===== config.mk =====
export PLATFORM = sky130hd
export DESIGN_NAME = spi_ram_arbiter
export DESIGN_NICKNAME = d
export VERILOG_FILES = /design/src/rtl/spi_ram_arbiter_pkg.sv /design/src/rtl/spi_ram_arbiter_shift_engine.sv /design/src/rtl/spi_ram_arbiter.sv
export SDC_FILE = /design/constraint.sdc
export NUM_CORES = 1
export LEC_CHECK = 0
export BUFFER_PORTS_ARGS = -buffer_cell sky130_fd_sc_hd__buf_2
export CORE_ASPECT_RATIO = 1.2
export CORE_MARGIN = 8
export CORE_UTILIZATION = 50
export DETAILED_ROUTE_END_ITERATION = 7
export PLACE_DENSITY = 0.78
export SYNTH_ARGS = -nofsm -noshare
export SYNTH_HDL_FRONTEND = slang
export SYNTH_SLANG_ARGS = --single-unit

===== constraint.sdc =====
create_clock -name clk -period 2.75 [get_ports clk]
set_clock_uncertainty 0.1 [all_clocks]
set_input_delay 0.6875 -clock clk [delete_from_list [all_inputs] [get_ports clk]]
set_output_delay 0.6875 -clock clk [all_outputs]
set_load 0.005 [all_outputs]

===== src/rtl/spi_ram_arbiter_pkg.sv =====
// Shared definitions for the femto SPI RAM sequencer: opcodes, FSM states,
// requester IDs and the write-mask decoder.
package femto_spi_pkg;

  localparam logic [7:0] SPI_RD = 8'h03;
  localparam logic [7:0] SPI_WR = 8'h02;

  typedef enum logic [2:0] {
    ST_IDLE,
    ST_CMD,
    ST_ADDR,
    ST_DATA,
    ST_DONE,
    ST_GAP
  } arb_state_t;

  typedef enum logic {
    PORT_IF,
    PORT_D
  } port_t;

  typedef struct packed {
    logic [1:0] s;
    logic [2:0] n;
  } start_len_t;

  // s = lowest enabled byte lane, n = number of enabled lanes.
  function automatic start_len_t mask_to_start_len(input logic [3:0] wmask);
    start_len_t r;
    r.s = '0;
    r.n = '0;
    for (int i = 3; i >= 0; i--) begin
      if (wmask[i]) r.s = 2'(i);
    end
    for (int i = 0; i < 4; i++) begin
      r.n = r.n + {2'b00, wmask[i]};
    end
    return r;
  endfunction

endpackage


===== src/rtl/spi_ram_arbiter_shift_engine.sv =====
// Mode-0 SPI bit engine: shifts a left-aligned word out MSB first at clk/2
// and shifts miso in on the clk edge that ends each sclk-high phase.
module spi_shift_engine (
  input  logic        clk,
  input  logic        rst,
  input  logic        start,
  input  logic [63:0] load_val,
  input  logic [6:0]  load_bits,
  input  logic        miso,
  output logic        sclk,
  output logic        mosi,
  output logic        bit_end,
  output logic        done,
  output logic [31:0] rx_next
);

  logic        busy;
  logic        phase;
  logic [62:0] out_sh;
  logic [6:0]  cnt;
  logic [31:0] rx;

  assign bit_end = busy && phase;
  assign done    = bit_end && (cnt == 7'd1);
  // Includes the bit being sampled this edge so the caller can capture the
  // final word in the same cycle the engine finishes.
  assign rx_next = {rx[30:0], miso};

  always_ff @(posedge clk) begin
    if (rst) begin
      busy   <= 1'b0;
      phase  <= 1'b0;
      sclk   <= 1'b0;
      mosi   <= 1'b0;
      out_sh <= '0;
      cnt    <= '0;
      rx     <= '0;
    end else if (start) begin
      busy   <= 1'b1;
      phase  <= 1'b0;
      sclk   <= 1'b0;
      mosi   <= load_val[63];
      out_sh <= load_val[62:0];
      cnt    <= load_bits;
    end else if (busy) begin
      if (!phase) begin
        sclk  <= 1'b1;
        phase <= 1'b1;
      end else begin
        rx    <= rx_next;
        sclk  <= 1'b0;
        phase <= 1'b0;
        cnt   <= cnt - 7'd1;
        if (cnt == 7'd1) begin
          busy <= 1'b0;
          mosi <= 1'b0;
        end else begin
          mosi   <= out_sh[62];
          out_sh <= {out_sh[61:0], 1'b0};
        end
      end
    end
  end

endmodule


===== src/rtl/spi_ram_arbiter.sv =====
// Arbitrates instruction-fetch and data requests onto one external SPI RAM,
// one READ/WRITE transaction per grant, with registered acks and read data.
module spi_ram_arbiter
  import femto_spi_pkg::*;
#(
  parameter int CS_GAP = 1,
  parameter bit RR_EN  = 1'b1
) (
  input  logic        clk,
  input  logic        rst,
  input  logic        if_req,
  input  logic [23:0] if_addr,
  output logic [31:0] if_rdata,
  output logic        if_ack,
  input  logic        d_req,
  input  logic        d_we,
  input  logic [3:0]  d_wmask,
  input  logic [23:0] d_addr,
  input  logic [31:0] d_wdata,
  output logic [31:0] d_rdata,
  output logic        d_ack,
  output logic        spi_clk_ram,
  output logic        spi_cs_n_ram,
  output logic        spi_mosi_ram,
  input  logic        spi_miso_ram,
  output logic [2:0]  dbg_state
);

  // Handshake: a requester raises req with its inputs stable and holds them
  // until the single-cycle ack; the arbiter samples requests only in IDLE.

  arb_state_t  state, state_next;
  port_t       last_q, port_q, grant_port;
  logic        we_q;
  logic        grant_valid, zero_wr, eng_start;
  logic [5:0]  bit_idx;
  logic [15:0] gap_cnt;
  logic [63:0] load_val;
  logic [6:0]  load_bits;
  logic [31:0] wr_sh;
  start_len_t  sl;
  logic        eng_bit_end, eng_done;
  logic [31:0] eng_rx;
  logic        unused_addr_bits;

  assign unused_addr_bits = ^{if_addr[1:0], d_addr[1:0]};
  assign dbg_state = state;

  always_comb begin
    grant_port = PORT_IF;
    if (if_req && d_req)
      grant_port = (RR_EN && last_q == PORT_D) ? PORT_IF : PORT_D;
    else if (d_req)
      grant_port = PORT_D;
    grant_valid = (state == ST_IDLE) && (if_req || d_req);
    zero_wr     = (grant_port == PORT_D) && d_we && (d_wmask == 4'b0000);
    eng_start   = grant_valid && !zero_wr;

    sl        = mask_to_start_len(d_wmask);
    wr_sh     = d_wdata >> {sl.s, 3'b000};
    load_bits = 7'd64;
    if (grant_port == PORT_IF) begin
      load_val = {SPI_RD, if_addr[23:2], 2'b00, 32'h0};
    end else if (!d_we) begin
      load_val = {SPI_RD, d_addr[23:2], 2'b00, 32'h0};
    end else begin
      // Selected lanes go out lowest byte first; unused trailing bits are never clocked.
      load_val  = {SPI_WR, d_addr[23:2], sl.s,
                   wr_sh[7:0], wr_sh[15:8], wr_sh[23:16], wr_sh[31:24]};
      load_bits = 7'd32 + {1'b0, sl.n, 3'b000};
    end

    state_next = state;
    case (state)
      ST_IDLE: if (grant_valid) state_next = zero_wr ? ST_DONE : ST_CMD;
      ST_CMD:  if (eng_bit_end && bit_idx == 6'd7) state_next = ST_ADDR;
      ST_ADDR: if (eng_bit_end && bit_idx == 6'd31) state_next = ST_DATA;
      ST_DATA: if (eng_done) state_next = ST_DONE;
      ST_DONE: state_next = ST_GAP;
      ST_GAP:  if (gap_cnt == 16'd0) state_next = ST_IDLE;
      default: state_next = ST_IDLE;
    endcase
  end

  always_ff @(posedge clk) begin
    if (rst) begin
      state        <= ST_IDLE;
      last_q       <= PORT_IF;
      port_q       <= PORT_IF;
      we_q         <= 1'b0;
      bit_idx      <= '0;
      gap_cnt      <= '0;
      spi_cs_n_ram <= 1'b1;
      if_ack       <= 1'b0;
      d_ack        <= 1'b0;
      if_rdata     <= '0;
      d_rdata      <= '0;
    end else begin
      state  <= state_next;
      if_ack <= 1'b0;
      d_ack  <= 1'b0;

      if (grant_valid) begin
        port_q  <= grant_port;
        last_q  <= grant_port;
        we_q    <= (grant_port == PORT_D) && d_we;
        bit_idx <= '0;
      end else if (eng_bit_end) begin
        bit_idx <= bit_idx + 6'd1;
      end

      if (eng_start) spi_cs_n_ram <= 1'b0;
      else if (eng_done) spi_cs_n_ram <= 1'b1;

      if (state == ST_IDLE && grant_valid && zero_wr) d_ack <= 1'b1;

      if (state == ST_DATA && eng_done) begin
        if (port_q == PORT_IF) begin
          if_ack   <= 1'b1;
          if_rdata <= {eng_rx[7:0], eng_rx[15:8], eng_rx[23:16], eng_rx[31:24]};
        end else begin
          d_ack <= 1'b1;
          if (!we_q)
            d_rdata <= {eng_rx[7:0], eng_rx[15:8], eng_rx[23:16], eng_rx[31:24]};
        end
      end

      if (state == ST_DONE) gap_cnt <= 16'(CS_GAP - 1);
      else if (state == ST_GAP && gap_cnt != 16'd0) gap_cnt <= gap_cnt - 16'd1;
    end
  end

  spi_shift_engine u_engine (
    .clk       (clk),
    .rst       (rst),
    .start     (eng_start),
    .load_val  (load_val),
    .load_bits (load_bits),
    .miso      (spi_miso_ram),
    .sclk      (spi_clk_ram),
    .mosi      (spi_mosi_ram),
    .bit_end   (eng_bit_end),
    .done      (eng_done),
    .rx_next   (eng_rx)
  );

endmodule


==> flow_metrics.tcl, run 1 <==
set metrics [dict create \
    die_h_um 160 \
    syn_area_per_cell_um2 7.85 \
    ys_warn_count 0 \
    post_cts_buffers 0 \
    power.density_nw_per_um2 753 \
    area_delta_synth_final_pct 21.1 \
    totalPowerFinal_w 0.00793 \
    required_ns 2.96 \
    ys_seq_area_frac 0.456 \
    numClockSinks 198 \
    ys.flop_type "dfxtp_1" \
    nets 1344 \
    worstSetupPathType "flop to flop" \
    hold_path.class "flop to flop" \
    p_sw_frac 0.342 \
    path_max_fanout 5 \
    arrival_ns 2.73 \
    num_vias 8274 \
    antenna_found_initial 2 \
    setup_viol 0 \
    fin_crit_ns 2.52 \
    power.static_leakage_nw 4.11 \
    cts_buffers 17 \
    power_switching_w 0.00271 \
    cts.clk_slew.worst_paths_ns 0.08 \
    port_buffers 157 \
    fp.dieW_um 136 \
    stdcell_area_um2 10500 \
    cts.path.max_buffers 2 \
    ys_seq_elements 198 \
    timing.setup.tns_ns 0 \
    cp_common_cell "or4b_1" \
    combPwrFrac 0.240 \
    synth_cell_types 61 \
    fmax_mhz 397 \
    vias_per_cell 5.59 \
    grt_start_max_net_pins 71 \
    place.gp.congestion 0.874 \
    drive_gt1_frac 0.207 \
    cpPeakStageDelay_ns 0.50 \
    p_int_w 0.00522 \
    synth-edff-count 0 \
    worst_pin_slew_ns 0.681 \
    cpMaxStageDelayCell "or4b_1" \
    dr.pass1.iters 5 \
    grt_use_total 0.206 \
    ant_nets 0 \
    cts_root_buf "clkbuf_16" \
    endpoint_kind "flop" \
    netlist_area_um2 8690 \
    syn_nets 1205 \
    synthArstFlopShare 0 \
    clkLatencyLatePin_ns 0.45 \
    synth_cells 1107 \
    cts_hold_buf 0 \
    fill_cells 1531 \
    grt_overflow 0 \
    grt_pass1_wl_mm 37.5 \
    peakVddDrop_uv 496 \
    dp_hpwl_mm 15.5 \
    drt_iter0_markers 525 \
    status "finished, final reports clean" \
    core_um2 17300 \
    core.rowCount 53 \
    io_pins 162 \
    initial_core_util 0.502 \
    post-route-period-util 0.915 \
    power_frac_seq 0.427 \
    first_global_vias 7858 \
    grt_setup_unrepaired "no" \
    cap_violations 0 \
    crit_chain "inv_1, ha_1, or4b_1, or3_1, or4b_1, xor2_1, nor2_1" \
    wl_per_cell_um 15.4 \
    max-slew-margin-rel 0.544 \
    cts-htree-levels 4 \
    start_kind "flop" \
    power_frac_clock 0.333 \
    dpl_cell_area_um2 9880 \
    drc 0 \
    tritoncts "done" \
    routed_wl_mm 22.7 \
    antennaDiodeCount 0 \
    dieArea_um2 21900 \
    drv_slew 0 \
    cts_resized 0 \
    hold_viol_final 0 \
]
## registers in the layout (all words and copies together) (netlist names), 3 cells and up
name / flops
u_engine.out_sh: 63
d_rdata: 32
if_rdata: 32
u_engine.rx: 31
gap_cnt: 16
u_engine.cnt: 7
bit_idx: 6
dbg_state: 3
## kinds of logic (layout without fill, tap and decap cells)
| group | Yosys count | after routing | synth area share |
|---|---|---|---|
| and+or+nand+nor | 467 | 467 | 0.236 |
| DFF | 198 | 198 | 0.456 |
| AOI/OAI and AO/OA | 296 | 296 | 0.203 |
| adders and majority gates | 8 | 8 | 0.0124 |
| muxes | 22 | 22 | 0.0275 |
| xor gates and xnor gates | 23 | 23 | 0.0232 |
| buffers and inverters | 93 | 245 | 0.0419 |
## synth_stat cells (all sizes together), types with 7 or more instances
| library cell | n | area [µm²] |
|---|---|---|
| a211oi | 14 | 105 |
| a21oi | 163 | 820 |
| a221oi | 18 | 158 |
| a311oi | 9 | 78.8 |
| buf | 12 | 57.6 |
| clkbuf | 69 | 262 |
| dfxtp | 198 | 3960 |
| ha | 7 | 87.6 |
| inv | 11 | 41.3 |
| mux2 | 15 | 169 |
| mux2i | 7 | 70.1 |
| nand2 | 275 | 1030 |
| nand3b | 25 | 188 |
| nor2 | 85 | 319 |
| nor3 | 35 | 190 |
| nor4 | 7 | 50.1 |
| o211ai | 7 | 52.6 |
| o21ai | 45 | 225 |
| o22a | 8 | 70.1 |
| o22ai | 9 | 56.3 |
| xor2 | 17 | 149 |
## power by group through the flow
stage          Combinational (W)  Sequential, W  Clock [W]
2_1_floorplan            0.00131        0.00337          0
3_3_place_gp             0.00185        0.00343          0
3_5_place_dp             0.00188        0.00344          0
4_1_cts                  0.00190        0.00338    0.00269
5_1_grt                  0.00213        0.00342    0.00282
6_report                 0.00191        0.00339    0.00264
## cell type report
| type | instances | area [µm²] | area share |
|---|---|---|---|
| Multi-Input combinational cell | 816 | 4390 | 0.417 |
| Inverter | 12 | 45.0 | 0.00428 |
| Clock inverter | 15 | 220 | 0.0209 |
| Timing Repair Buffer | 201 | 1210 | 0.115 |
| Sequential cell | 198 | 3960 | 0.377 |
| Clock buffer | 17 | 425 | 0.0404 |
| Tap cell | 220 | 275 | 0.0262 |
## through the flow
step                hold WS (ns)  setup slack, ns  instances   util
floorplan                  0.348          0.00985       1107      -
global placement           0.335           0.0988       1447  0.571
detailed placement         0.340           0.0739       1447  0.571
CTS                        0.352            0.237       1479  0.608
global route               0.368           0.0782       1479  0.608
finish                     0.348            0.234       1479  0.608
## cell usage in the layout, fill, tap and decap left out, drive strengths merged, types with 3 or more instances in the layout
cell type / synthesis / final
a221oi: 18 / 18
clkbuf: 69 / 17
nand2b: 6 / 6
a32oi: 3 / 3
and3: 3 / 3
o21ai: 45 / 45
nor4: 7 / 7
nand4: 6 / 6
inv: 11 / 21
nand3b: 25 / 25
mux2: 15 / 15
o2111ai: 3 / 3
or4b: 3 / 3
a211oi: 14 / 14
ha: 7 / 7
or3: 4 / 4
o22ai: 9 / 9
nand2: 275 / 275
dfxtp: 198 / 198
o211ai: 7 / 7
buf: 12 / 201
o22a: 8 / 8
a21oi: 163 / 163
clkinv: 1 / 6
nor2: 85 / 85
a311oi: 9 / 9
nand3: 6 / 6
mux2i: 7 / 7
xnor2: 6 / 6
and2: 3 / 3
xor2: 17 / 17
nor3: 35 / 35
## final timing paths
path,startpoint,endpoint,slack [ns],cells past startpoint
max,gap_cnt[0],gap_cnt[12],0.23,7
min,if_rdata[21],if_rdata[21],0.35,2
min reg2reg,if_rdata[21],if_rdata[21],0.35,2
max reg2reg,gap_cnt[0],gap_cnt[12],0.23,7
## routing by layer
metal  up-vias  global-route usage  wire (µm)
met2       290               0.331      10600
met5         -                   0         16
met4         4              0.0695        426
li1       4129                   -          -
met1      3814               0.256       9900
met3        37              0.0619       1830
## worst max-delay path: cells and delay by family, from the launching register on
kind / cells / cell delay, ns
buf+inv: 1 / 0.07
xor+xnor: 1 / 0.14
flops: 1 / 0.36
fa+ha+maj: 1 / 0.23
simple gates: 4 / 1.49
Power figures use the tool's default switching activity.
==> inputs of run 2 (changes only) <==
- CELL_PAD_IN_SITES_DETAIL_PLACEMENT: default -> 1
- CELL_PAD_IN_SITES_GLOBAL_PLACEMENT: default -> 1
- CORE_UTILIZATION: 50 -> 37
==> flow_metrics.tcl, run 2 (synthesized netlist as in run 1, its figures left out) <==
set metrics [dict create \
    numClockSinks 198 \
    cp_top_family "simple AND/OR/NAND/NOR gates" \
    ant_nets 0 \
    post-route-period-util 0.937 \
    fin_crit_ns 2.58 \
    vias_per_cell 5.34 \
    dr.pass1.iters 5 \
    drc 0 \
    cts_resized 0 \
    layout_common_cells "nand2_1, dfxtp_1, a21oi_1" \
    max-slew-margin-rel 0.185 \
    path_max_fanout 5 \
    hold_path.class "flop to flop" \
    antenna_found_initial 1 \
    drt_iter0_markers 373 \
    path_buf_inv 1 \
    dpl_cell_area_um2 10000 \
    largest_register "u_engine.out_sh" \
    crit_chain "inv_1, ha_1, or4b_1, or3_4, or4b_1, xor2_1, nor2_1" \
    peakVddDrop_uv 449 \
    core_um2 23100 \
    worst_pin_slew_ns 1.22 \
    power.static_leakage_nw 4.10 \
    cpMaxStageDelayCell "or4b_1" \
    cts_root_buf "clkbuf_16" \
    cts-htree-levels 4 \
    hold_viol_final 0 \
    grt_overflow 0 \
    nets 1343 \
    path_depth 7 \
    port_buffers 157 \
    area_delta_synth_final_pct 22.6 \
    endpoint_kind "flop" \
    drive_gt1_frac 0.207 \
    arrival_ns 2.78 \
    dieArea_um2 28700 \
    cpPeakStageDelay_ns 0.52 \
    cp_common_cell "or4b_1" \
    place.gp.congestion 0.809 \
    tritoncts "done" \
    clkLatencyLatePin_ns 0.44 \
    antennaDiodeCount 0 \
    cts.path.max_buffers 2 \
    power.density_nw_per_um2 747 \
    fmax_mhz 388 \
    io_pins 162 \
    routed_wl_mm 26.2 \
    die_h_um 184 \
    core.rowCount 61 \
    initial_core_util 0.376 \
    dp_hpwl_mm 18.3 \
    cts.clk_slew.worst_paths_ns 0.08 \
    cts_hold_buf 0 \
    required_ns 2.96 \
    holdWs_ns 0.350 \
    post_cts_buffers 0 \
    reg.largest.list "u_engine.out_sh: 63 flops, d_rdata: 32 flops, if_rdata: 32 flops" \
    min_path_cells 2 \
    setup_viol 0 \
    stdcell_area_um2 10700 \
    ff2ff_path_depth 7 \
    grt_pass1_wl_mm 43.8 \
    largest_reg_flops 63 \
    fp.dieW_um 156 \
    grt_setup_unrepaired "no" \
    drv_slew 0 \
    fill_cells 2839 \
    cts_buffers 17 \
    grt_use_total 0.184 \
    first_global_vias 8754 \
    worstSetupPathType "flop to flop" \
    mostFrequentLayoutCell "nand2_1" \
    status "finished, final reports clean" \
    grt_start_max_net_pins 104 \
    cap_violations 0 \
    start_kind "flop" \
    num_vias 8403 \
    wl_per_cell_um 16.6 \
]
run 2: through the flow:
stage	cells	util	power [W]	worst slack [ns]	TNS (ns)
after floorplan	1107	-	0.00468	0.00985	0
final	1573	0.461	0.00797	0.173	0
after detailed placement	1541	0.433	0.00540	-0.207	-2.54
after global placement	1541	0.433	0.00535	-0.113	-1.36
after CTS	1573	0.461	0.00806	0.0803	0
after global routing	1573	0.461	0.00842	0.0352	0
run 2: layout make-up:
| cell class | count | area (µm²) | share of cell area |
|---|---|---|---|
| multi-input combinational | 816 | 4400 | 0.412 |
| sequential | 198 | 3960 | 0.372 |
| timing repair buffer | 200 | 1220 | 0.115 |
| clock buffer | 17 | 425 | 0.0399 |
| tap | 315 | 394 | 0.0370 |
| clock inverter | 15 | 214 | 0.0201 |
| inverter | 12 | 45.0 | 0.00422 |
run 2: final timing paths:
| kind | startpoint | end | slack (ns) |
|---|---|---|---|
| worst max-delay path | gap_cnt[1] | gap_cnt[12] | 0.17 |
| worst min-delay path | d_rdata[8] | d_rdata[8] | 0.35 |
| worst max register to register | gap_cnt[1] | gap_cnt[12] | 0.17 |
| worst min register to register | d_rdata[8] | d_rdata[8] | 0.35 |
run 2: report_power, final:
group          switching [W]  total (W)  internal (W)
sequential          0.000222    0.00340       0.00318
combinational        0.00118    0.00195      0.000768
clock                0.00134    0.00262       0.00127
total                0.00275    0.00797       0.00522
run 2: metal layers:
metal,GRT usage,wire length [µm]
met2,0.316,12800
met5,0,13
met1,0.227,11600
met3,0.0463,1530
met4,0.0428,297
run 2: worst min-delay path, stage by stage (launching register included):
cell and delay [ns]:
dfxtp_1 0.31, nand2_1 0.05, a21oi_1 0.05
==> inputs of run 3 (changes only) <==
- PLACE_DENSITY: 0.78 -> 0.77
==> flow_metrics.tcl, run 3 (synthesized netlist as in run 1, its figures left out) <==
set metrics [dict create \
    status "finished, final reports clean" \
    cts_buffers 17 \
    cts.clk_slew.worst_paths_ns 0.07 \
    worstSetupPathType "flop to flop" \
    drive_gt1_frac 0.208 \
    cts_hold_buf 0 \
    area_delta_synth_final_pct 22.8 \
    largest_reg_flops 63 \
    min_path_cells 2 \
    tritoncts "done" \
    post_cts_buffers 0 \
    initial_core_util 0.376 \
    antenna_found_initial 0 \
    power.static_leakage_nw 4.12 \
    grt_start_max_net_pins 109 \
    largest_register "u_engine.out_sh" \
    required_ns 2.95 \
    grt_setup_unrepaired "no" \
    final_cells 1576 \
    cts_root_buf "clkbuf_16" \
    timing.rr.end "gap_cnt[12]" \
    ant_nets 0 \
    place_inst 1544 \
    core_um2 23100 \
    regToRegStartpoint "gap_cnt[1]" \
    core.rowCount 61 \
    port_buffers 157 \
    power_switching_w 0.00264 \
    fin_crit_ns 2.66 \
    nets 1346 \
    dp_slack_ns -0.131 \
    grt_pass1_wl_mm 44.1 \
    grt_overflow 0 \
    p_sw_frac 0.331 \
    drv_slew 0 \
    vias_per_cell 5.35 \
    timing.setup.tns_ns 0 \
    antennaDiodeCount 0 \
    place.gp.congestion 0.793 \
    max-slew-margin-rel 0.295 \
    worst_slack_ns 0.0869 \
    path_max_fanout 5 \
    mostFrequentLayoutCell "nand2_1" \
    power_frac_clock 0.322 \
    routed_wl_mm 26.5 \
    peakVddDrop_uv 477 \
    dr.pass1.iters 5 \
    num_vias 8426 \
    setup_viol 0 \
    dp_hpwl_mm 18.2 \
    cap_violations 0 \
    ff2ff_path_depth 7 \
    start_kind "flop" \
    cts.path.max_buffers 2 \
    drt_iter0_markers 312 \
    clkLatencyLatePin_ns 0.44 \
    dpl_cell_area_um2 10100 \
    io_pins 162 \
    drc 0 \
    holdCritStartpoint "if_rdata[13]" \
    post-route-period-util 0.968 \
    arrival_ns 2.86 \
    die_h_um 184 \
    worstHoldEndpoint "if_rdata[13]" \
    combPwrFrac 0.254 \
    holdWs_ns 0.346 \
    power.density_nw_per_um2 747 \
    dieArea_um2 28700 \
    power_frac_seq 0.424 \
    first_global_vias 8836 \
    cts-htree-levels 4 \
    p_int_w 0.00533 \
    fp.dieW_um 156 \
    stdcell_area_um2 10700 \
    worst_pin_slew_ns 1.05 \
    layout_common_cells "nand2_1, dfxtp_1, a21oi_1" \
    hold_path.class "flop to flop" \
    grt_use_total 0.186 \
    wl_per_cell_um 16.8 \
    reg.largest.list "u_engine.out_sh: 63 flops, d_rdata: 32 flops, if_rdata: 32 flops" \
    endpoint_kind "flop" \
    cts_resized 0 \
    fmax_mhz 376 \
    r2r_slack_ns 0.09 \
    hold_viol_final 0 \
    numClockSinks 198 \
]
==> run 3: critical path, cell delays in order, from the launching register on <==
cell     delay [ns]
dfxtp_1        0.36
inv_1          0.07
ha_1           0.25
or4b_1         0.51
or3_1          0.46
or4b_1         0.51
xor2_1         0.19
nor2_1         0.07
==> run 3: how the worst max path moves through the flow <==
stage / start / to / cells after the start
after floorplan: d_wmask[0] / u_engine.out_sh[1] / 10
after detailed placement: d_wmask[0] / u_engine.out_sh[22] / 9
final: gap_cnt[1] / gap_cnt[12] / 7
after CTS: gap_cnt[1] / gap_cnt[12] / 7
after global routing: gap_cnt[1] / gap_cnt[12] / 7
after global placement: d_wmask[0] / u_engine.out_sh[23] / 9
==> run 3: layer usage <==
layer / wire, µm / GRT usage
met5: 0 / 0
met4: 295 / 0.0537
met3: 1400 / 0.0463
met2: 12900 / 0.321
met1: 12000 / 0.226
==> run 3: area by class of cell <==
type                    count  area (µm²)
fillers                  2894       12500
multi-input cells         816        4390
flip-flops and latches    198        3960
repair buffers            203        1270
clock buffers              19         453
well taps                 315         394
clock inverters            13         154
inverters                  12        45.0
==> run 3: power groups by stage <==
stage | Combinational (W) | Sequential (W) | Clock [W]
after floorplan | 0.00131 | 0.00337 | 0
after global placement | 0.00197 | 0.00343 | 0
after detailed placement | 0.00202 | 0.00344 | 0
after CTS | 0.00204 | 0.00338 | 0.00264
after global routing | 0.00226 | 0.00342 | 0.00273
final | 0.00202 | 0.00338 | 0.00257
==> run 3: per-stage QoR <==
stage / utilization / power [W]
global placement: 0.435 / 0.00540
floorplan: - / 0.00468
global route: 0.461 / 0.00841
finish: 0.461 / 0.00797
detailed placement: 0.435 / 0.00546
CTS: 0.461 / 0.00805
